<file path="src/rtl/key_schedule_pkg.sv">
// key_schedule_pkg
//   Shared definitions for the key schedule block: FSM state encoding, the
//   default round count, and round_key_f. round_key_f is the one definition
//   of the 64-to-32 round-key mixing function. The round_key datapath module
//   evaluates it, and the testbench calls it as the reference.
package key_schedule_pkg;

  localparam int NUM_ROUNDS_DEFAULT = 8;

  typedef enum logic [1:0] {
    ST_IDLE   = 2'b00,
    ST_EXPAND = 2'b01,
    ST_DONE   = 2'b10
  } ks_state_e;

  // Additive constant. It keeps an all-zero key from producing all-zero round keys.
  localparam logic [31:0] RK_CONST = 32'h9E37_79B9;

  // x = {a, b}.  F = (rotl(a,5) + b) ^ rotl(b,13) ^ RK_CONST
  function automatic logic [31:0] round_key_f(input logic [63:0] x);
    logic [31:0] a;
    logic [31:0] b;
    a = x[63:32];
    b = x[31:0];
    return ({a[26:0], a[31:27]} + b) ^ {b[18:0], b[31:19]} ^ RK_CONST;
  endfunction

endpackage

</file>
<file path="src/rtl/key_schedule_round_key.sv">
// round_key
//   Combinational 64-bit to 32-bit round-key mixing function.
//   Ports:
//     din   in  64  {w0, w1 ^ idx} from the key state
//     dout  out 32  round key
module round_key
  import key_schedule_pkg::*;
(
  input  logic [63:0] din,
  output logic [31:0] dout
);

  assign dout = round_key_f(din);

endmodule

</file>
<file path="src/rtl/key_schedule.sv">
// key_schedule
//   Expands a 128-bit master key into NUM_ROUNDS 32-bit round keys.
//   The keys are streamed over a valid/ready interface and copied into a
//   readable buffer.
//   Ports:
//     clk, rst              clock, synchronous active-high reset
//     key_valid/key_ready   master key handshake, key_data = {w0,w1,w2,w3}
//     clear                 synchronous abort back to IDLE
//     rk_valid/rk_ready     round key handshake, rk_data / rk_idx
//     done                  level, all round keys generated and buffered
//     rd_en/rd_idx/rd_data  buffer read port, 1-cycle latency
//
//   state     | meaning
//   ----------+-----------------------------------------------------------
//   ST_IDLE   | waiting for a master key; buffer contents are not valid
//   ST_EXPAND | presenting round key idx; advances on each rk handshake
//   ST_DONE   | all round keys buffered; a new key restarts expansion
module key_schedule
  import key_schedule_pkg::*;
#(
  parameter int NUM_ROUNDS = NUM_ROUNDS_DEFAULT,
  parameter int IDX_W      = $clog2(NUM_ROUNDS)
) (
  input  logic             clk,
  input  logic             rst,
  input  logic             key_valid,
  output logic             key_ready,
  input  logic [127:0]     key_data,
  input  logic             clear,
  output logic             rk_valid,
  input  logic             rk_ready,
  output logic [31:0]      rk_data,
  output logic [IDX_W-1:0] rk_idx,
  output logic             done,
  input  logic             rd_en,
  input  logic [IDX_W-1:0] rd_idx,
  output logic [31:0]      rd_data
);

  // Buffer address width. IDX_W may be wider than the buffer needs.
  localparam int              BUF_AW   = $clog2(NUM_ROUNDS);
  localparam logic [IDX_W-1:0] LAST_IDX = IDX_W'(NUM_ROUNDS - 1);
  localparam logic [IDX_W:0]   NR_W     = (IDX_W + 1)'(NUM_ROUNDS);

  ks_state_e        state_q, state_d;
  logic [IDX_W-1:0] idx_q;
  logic [127:0]     k_q;
  logic [31:0]      rd_data_q;
  logic [31:0]      buf_q [NUM_ROUNDS];

  logic        key_hs;
  logic        rk_hs;
  logic        last_idx;
  logic        rd_in_range;
  logic [63:0] rk_in;
  logic [31:0] rk_out;

  assign rk_in = {k_q[127:96], k_q[95:64] ^ 32'(idx_q)};

  round_key u_round_key (
    .din  (rk_in),
    .dout (rk_out)
  );

  assign key_hs      = key_valid & key_ready;
  assign rk_hs       = rk_valid & rk_ready;
  assign last_idx    = (idx_q == LAST_IDX);
  assign rd_in_range = ({1'b0, rd_idx} < NR_W);

  assign rk_data = rk_out;
  assign rk_idx  = idx_q;
  assign rd_data = rd_data_q;

  always_comb begin
    state_d   = state_q;
    key_ready = 1'b0;
    rk_valid  = 1'b0;
    done      = 1'b0;
    case (state_q)
      ST_IDLE: begin
        key_ready = 1'b1;
        if (key_valid) state_d = ST_EXPAND;
      end
      ST_EXPAND: begin
        rk_valid = 1'b1;
        if (rk_ready && last_idx) state_d = ST_DONE;
      end
      ST_DONE: begin
        key_ready = 1'b1;
        done      = 1'b1;
        if (key_valid) state_d = ST_EXPAND;
      end
      default: state_d = ST_IDLE;
    endcase
    // clear wins over any handshake in flight
    if (clear) state_d = ST_IDLE;
  end

  always_ff @(posedge clk) begin
    if (rst) begin
      state_q   <= ST_IDLE;
      idx_q     <= '0;
      k_q       <= '0;
      rd_data_q <= '0;
    end else begin
      state_q <= state_d;
      if (key_hs && !clear) begin
        k_q   <= key_data;
        idx_q <= '0;
      end else if (rk_hs) begin
        k_q <= {k_q[95:0], rk_out ^ k_q[127:96]};
        // idx parks on the last entry; the next key load zeroes it
        if (!last_idx) idx_q <= idx_q + IDX_W'(1);
      end
      if (rd_en) rd_data_q <= rd_in_range ? buf_q[rd_idx[BUF_AW-1:0]] : '0;
    end
  end

  // Buffer storage is not reset. done = 0 marks the contents stale.
  // A read in the same cycle as a write to that entry returns the old value.
  always_ff @(posedge clk) begin
    if (!rst && rk_hs) buf_q[idx_q[BUF_AW-1:0]] <= rk_out;
  end

endmodule

</file>
<file path="config.mk">
export PLATFORM = sky130hd
export DESIGN_NAME = key_schedule
export DESIGN_NICKNAME = d
export VERILOG_FILES = /design/src/rtl/key_schedule_pkg.sv /design/src/rtl/key_schedule_round_key.sv /design/src/rtl/key_schedule.sv
export SDC_FILE = /design/constraint.sdc
export NUM_CORES = 1
export LEC_CHECK = 0
export CELL_PAD_IN_SITES_DETAIL_PLACEMENT = 0
export CELL_PAD_IN_SITES_GLOBAL_PLACEMENT = 1
export CORE_UTILIZATION = 49
export DETAILED_ROUTE_END_ITERATION = 16
export PLACE_DENSITY_LB_ADDON = 0.3
export REMOVE_ABC_BUFFERS = 1
export SYNTH_ARGS = -nofsm -noshare
export SYNTH_HDL_FRONTEND = slang
export SYNTH_HIERARCHICAL = 1
export SYNTH_SLANG_ARGS = --single-unit
</file>
<file path="constraint.sdc">
create_clock -name clk -period 15.7 [get_ports clk]
set_input_delay 3.925 -clock clk [delete_from_list [all_inputs] [get_ports clk]]
set_output_delay 3.925 -clock clk [all_outputs]
set_load 0.01 [all_outputs]
</file>
[Word level (Yosys, flattened, before mapping)]
Memory sizes are Yosys's and may differ from the RTL's. A register that Yosys moved wholly into a read port is not among the register bits.
Index checks and enable logic that the tools add are counted.
W data, S select, Z words.
Storage, ports and cells
  output and inout bits: 70
  register bits after elaboration: 133
  bits in writable memories: 256
  memories kept: 1
Operators by class
  mux-type cells: 10
  reduce and logical (&&, ||, !) cells: 12
  eq/ne operators: 5
  $add $sub $neg: 2
  bitwise operators: 7
Memories
  buf_q: depth 8, width 32, read ports 1, clocked after memory_dff 1, wr ports 1, line key_schedule.sv:49  | logic [31:0] buf_q [NUM_ROUNDS];
Operators by type and width (count)
  $mux W128: 2
  $xor A32 B32 Y32: 2
  $add A32 B32 Y32: 1
  $xor A32 B3 Y32: 1
  $not A20 Y20: 1
  $reduce_or A2 Y1: 3
  $mux W1: 5
  $mux W2: 2
  $pmux W2 S2: 1
  $reduce_and A2 Y1: 2
  $add A3 B1 Y3 const B: 1
  $eq A3 B3 Y1 const B: 1
  $logic_and A1 B1 Y1: 3
  $and A1 B1 Y1: 2
  $eq A2 B1 Y1 const B: 1
  $eq A2 B2 Y1 const B: 1
  $logic_not A1 Y1: 2
  $logic_not A2 Y1: 1
  $ne A2 B1 Y1 const B: 1
  $ne A2 B2 Y1 const B: 1
  $reduce_bool A2 Y1: 1
  $not A1 Y1: 1

[Longest topological paths before layout]
  depth in word-level cells: 7
  gate-level depth with buffers: 16

[Hierarchy]
Netlist, hierarchy kept.
Modules (own cells, without submodules)
  key_schedule: cells an instance 1311, area each 16764.8 um^2, times used 1
  round_key: cells an instance 259, area each 1946.9 um^2, times used 1

[Least setup slack after synthesis]
No wires, ideal clock.
  kind: input to register
  start: input port rk_ready
  end: memory buf_q[0][0], enable pin
  stages: 3
  path slack: 7.522 ns
  library setup time: 0.513 ns
  required time: 15.187 ns
  data arrival time: 7.665 ns
  cells stage by stage: nand3b_1 > clkbuf_1 > nor4b_1
Between the ends
  word-level cells in the longest chain between the ends: 4
Ends and longest elaborated chain
  start: declaration: line key_schedule.sv:31  | input logic rk_ready,
  $and A1 B1 Y1: line key_schedule.sv:66  | assign rk_hs = rk_valid & rk_ready;
  $logic_and A1 B1 Y1: line key_schedule.sv:122  | if (!rst && rk_hs) buf_q[idx_q[BUF_AW-1:0]] <= rk_out;
  $mux W1: line key_schedule.sv:122
  $mux W1 (not written as such): line key_schedule.sv:122
  end: declaration: line key_schedule.sv:49
No other way between the ends.

[Final worst setup path]
  start: register idx_q[0], in the netlist rk_idx[0]
  end: output port rk_data[26]
Between the ends
  word-level cells in the longest chain between the ends: 4
Ends and longest elaborated chain
  start: declaration: line key_schedule.sv:46  | logic [IDX_W-1:0] idx_q;
  start signal: assignment: line key_schedule.sv:113  | if (!last_idx) idx_q <= idx_q + IDX_W'(1);
  $xor A32 B3 Y32: line key_schedule.sv:58  | assign rk_in = {k_q[127:96], k_q[95:64] ^ 32'(idx_q)};
  net rk_in[0]: line key_schedule.sv:55  | logic [63:0] rk_in;
  $add A32 B32 Y32: line key_schedule_pkg.sv:25  | return ({a[26:0], a[31:27]} + b) ^ {b[18:0], b[31:19]} ^ RK_CONST;
  $xor A32 B32 Y32: line key_schedule_pkg.sv:25
  $not A20 Y20 (no line)
  end: declaration: line key_schedule.sv:32  | output logic [31:0] rk_data,
The timed path passes the listed nets, and every way through them passes these cells.

==> impl_metrics.csv <==
group,metric,value,unit
power,leakage,0.00787,uW
placed_design,place_congestion,0.907,
sta,rsz0062_at_grt,"false",
global_route,grt_pass1_wl,76200,um
floorplan,initial_core_util,49.8,%
sta,period_needed,8990,ps
sta,drv_slew,0,
critical_path,arrival,5070,ps
power,vdd_drop_max,69.3,uV
global_route,first_global_vias,12900,
synth,synth_area_per_cell,11.9,um2
critical_path,cp_max_fo,10,
global_route,track_usage,26.0,%
synth,synth.top_cell.area_share,41.1,%
synth,synth_compound_area_share,16.0,%
routing,drt_wl_total,50300,um
critical_path,r2r_end,"k_q[26]",
global_route,grt_max_degree,103,
critical_path,ff2ff_path_depth,15,
synth,ys_seq_elements,421,
clocking,htreeDepth,2,
synth,muxShareOfSynthArea,7.38,%
power,p_int,1990,uW
synth,async_flop_share,0,%
routing,ant_nets,0,
clocking,clk_path_buf_depth,3,
power,power.share.switching,24.5,%
global_route,overflow,0,
sta,max_freq,111,MHz
power,clockPowerShare,39.5,%
placed_design,placed_cells,2215,
synth,ys.flop_type,"edfxtp_1",
synth,synth.most_common_cell,"edfxtp_1",
synth,synth-xor-area-share,4.59,%
synth,synth_edf_count,256,
synth,yosysTopAreaCell,"edfxtp_1",
synth,synth-warning-count,6,
routing,dr.pass1.iters,6,
synth,synth_top_family_by_area,"compound AO/OA/AOI/OAI gates",
power,powerDensity,116,mW/mm2
clocking,cts-root-buf,"clkbuf_16",
power,p_total,2630,uW
floorplan,io_pins,207,
final_layout,layout.cells.non_filler,2295,
critical_path,worstSetupPathType,"register to output pin",
clocking,cts_resized,0,
sta,skew,24.3,ps
clocking,post-cts-setup-buffer-count,0,
critical_path,r2r_start,"rk_idx[0]",
outcome,status,"completed",
power,p_seq_share,47.4,%
floorplan,num_rows,71,
clocking,postCtsHoldBufs,0,
routing,drc,0,
final_layout,drive_gt1_share,12.6,%
critical_path,reg2reg_slack,11240,ps
synth,synth_cell_types,58,
synth,synthTopCellsByArea,"edfxtp_1 (41%), dfxtp_1 (18%), nand2_1 (4.4%), mux2_2 (3.9%), xnor2_1 (3.7%)",
routing,via_per_inst,5.77,
sta,relSlewSlack,28.3,%
floorplan,core,0.0376,mm2
sta,setup_viol,0,
critical_path,worstPathRequired,11770,ps
sta,tns,0,ps
final_layout,syn2layout_area_growth,21.2,%
worst_hold_path,whs_path_depth,2,
placed_design,portBuffers,206,
placed_design,dp_hpwl,32200,um
power,power_frac_comb,13.1,%
synth,syn-cell-area,0.0187,mm2
power,p_sw,643,uW
floorplan,design.die.area,0.0390,mm2
routing,drt_iter0_markers,897,
worst_hold_path,hp-start,"k_q[33]",
global_route,antenna_found_initial,1,
critical_path,end_kind,"output pin",
synth,synthCells,1570,
clocking,cts.clk_slew.worst_paths,60,ps
clocking,cts_buffers,43,
worst_hold_path,hp-class,"register to register",
worst_hold_path,whs_endpoint,"k_q[65]",
final_layout,antenna_cells,0,
synth,synthAdderAreaFrac,2.31,%
floorplan,die_w,197,um
routing,dr_total_vias,13300,
floorplan,die_height,197,um
clocking,cts_tree,"built",
routing,post_drt_wl_per_cell,21.9,um
final_layout,final_nets,1920,
sta,hold_viol,0,
flow_run,max_cap_violations,0,
clocking,cts_sinks,421,
sta,worst_pin_slew,1070,ps
synth,synth_commonest_cells,"edfxtp_1 (256), nand2_1 (219), dfxtp_1 (165)",
critical_path,cp-start-kind,"register",
sta,min_period_over_period,57.3,%
clocking,clk_latency,580,ps
synth,synth-simple-area-share,7.84,%
synth,ys_seq_area_share,58.7,%
## power groups by stage
stage               combinational, uW  clock, uW  sequential, uW
floorplan                         161          0            1270
global route                      370       1100            1250
detailed placement                342          0            1270
global placement                  339          0            1270
CTS                               344       1060            1250
finish                            344       1040            1250
## sequential cells by signal, summed over array words and instances, names as in the netlist
name	cells
buf_q	256
k_q	128
rd_data	32
rk_idx	3
state_q	2
## critical path, stage by stage, from the launching register on
cell             delay, ps
dfxtp_1                500
xor2_1                 160
ha_1                   260
fa_1                   440
a211oi_1               320
o21bai_1               140
a21oi_2                270
o221a_4                280
o21ai_4                 90
a31oi_2                330
o31ai_1                150
xnor2_1                840
clkdlybuf4s50_1        700
## final cells by class
class,count,area (um2)
Inverter,3,11.3
Clock inverter,13,175
Sequential cell,421,11000
Fill cell,3075,14900
Clock buffer,67,1270
Tap cell,511,639
Timing Repair Buffer,250,2390
Multi-Input combinational cell,1030,7210
## how the worst max path moves through the flow
stage | startpoint | endpoint | cells after the start
global route | rk_idx[0] | rk_data[26] | 12
finish | rk_idx[0] | rk_data[26] | 12
CTS | rk_idx[0] | rk_data[26] | 12
floorplan | rk_ready | buf_q[4][0] | 3
detailed placement | rk_idx[0] | rk_data[26] | 12
global placement | rk_idx[0] | rk_data[26] | 12
## through the flow
step | worst slack (ps) | cell area [um2] | hold slack (ps) | util, %
6_report | 6710 | 22700 | 478 | 60.4
5_1_grt | 6430 | 22700 | 496 | 60.4
4_1_cts | 6750 | 22700 | 478 | 60.4
3_5_place_dp | 7390 | 21200 | 472 | 56.5
3_3_place_gp | 7590 | 21200 | 458 | 56.5
2_1_floorplan | 4870 | 18100 | 450 | -
## metal layers
layer	track usage [%]	routed length, um	vias to the layer above
li1	-	-	6251
met5	0	0	-
met3	3.28	2640	76
met2	42.8	24100	416
met4	9.45	1480	0
met1	35.3	22100	6510
## cell families (layout without fill, tap and decap cells)
logic type	count (synthesis)	in the layout
flip-flops	421	421
AO/OA/AOI/OAI	409	409
AND/OR/NAND/NOR	359	359
multiplexers	130	130
buffers and inverters	119	333
XOR/XNOR	98	98
adder cells (fa/ha/maj)	34	34
## layout by cell type, fill, tap and decap left out, types with 10 or more instances in the layout
cell type and instances:
buf_4 44, xor2_1 20, clkbuf_8 10, edfxtp_1 256, a22oi_1 71, mux2_2 64
clkbuf_1 14, ha_1 33, mux2i_1 66, nand2_1 218, xnor2_1 78, clkdlybuf4s50_1 203
o211ai_1 36, o21ai_0 11, a211oi_2 23, a211oi_1 12, a311oi_1 36, dfxtp_1 165
a221o_1 24, a21o_1 19, a21oi_1 120, o22ai_1 23, nor2_1 84, clkbuf_16 43
Power figures use the tool's default switching activity.
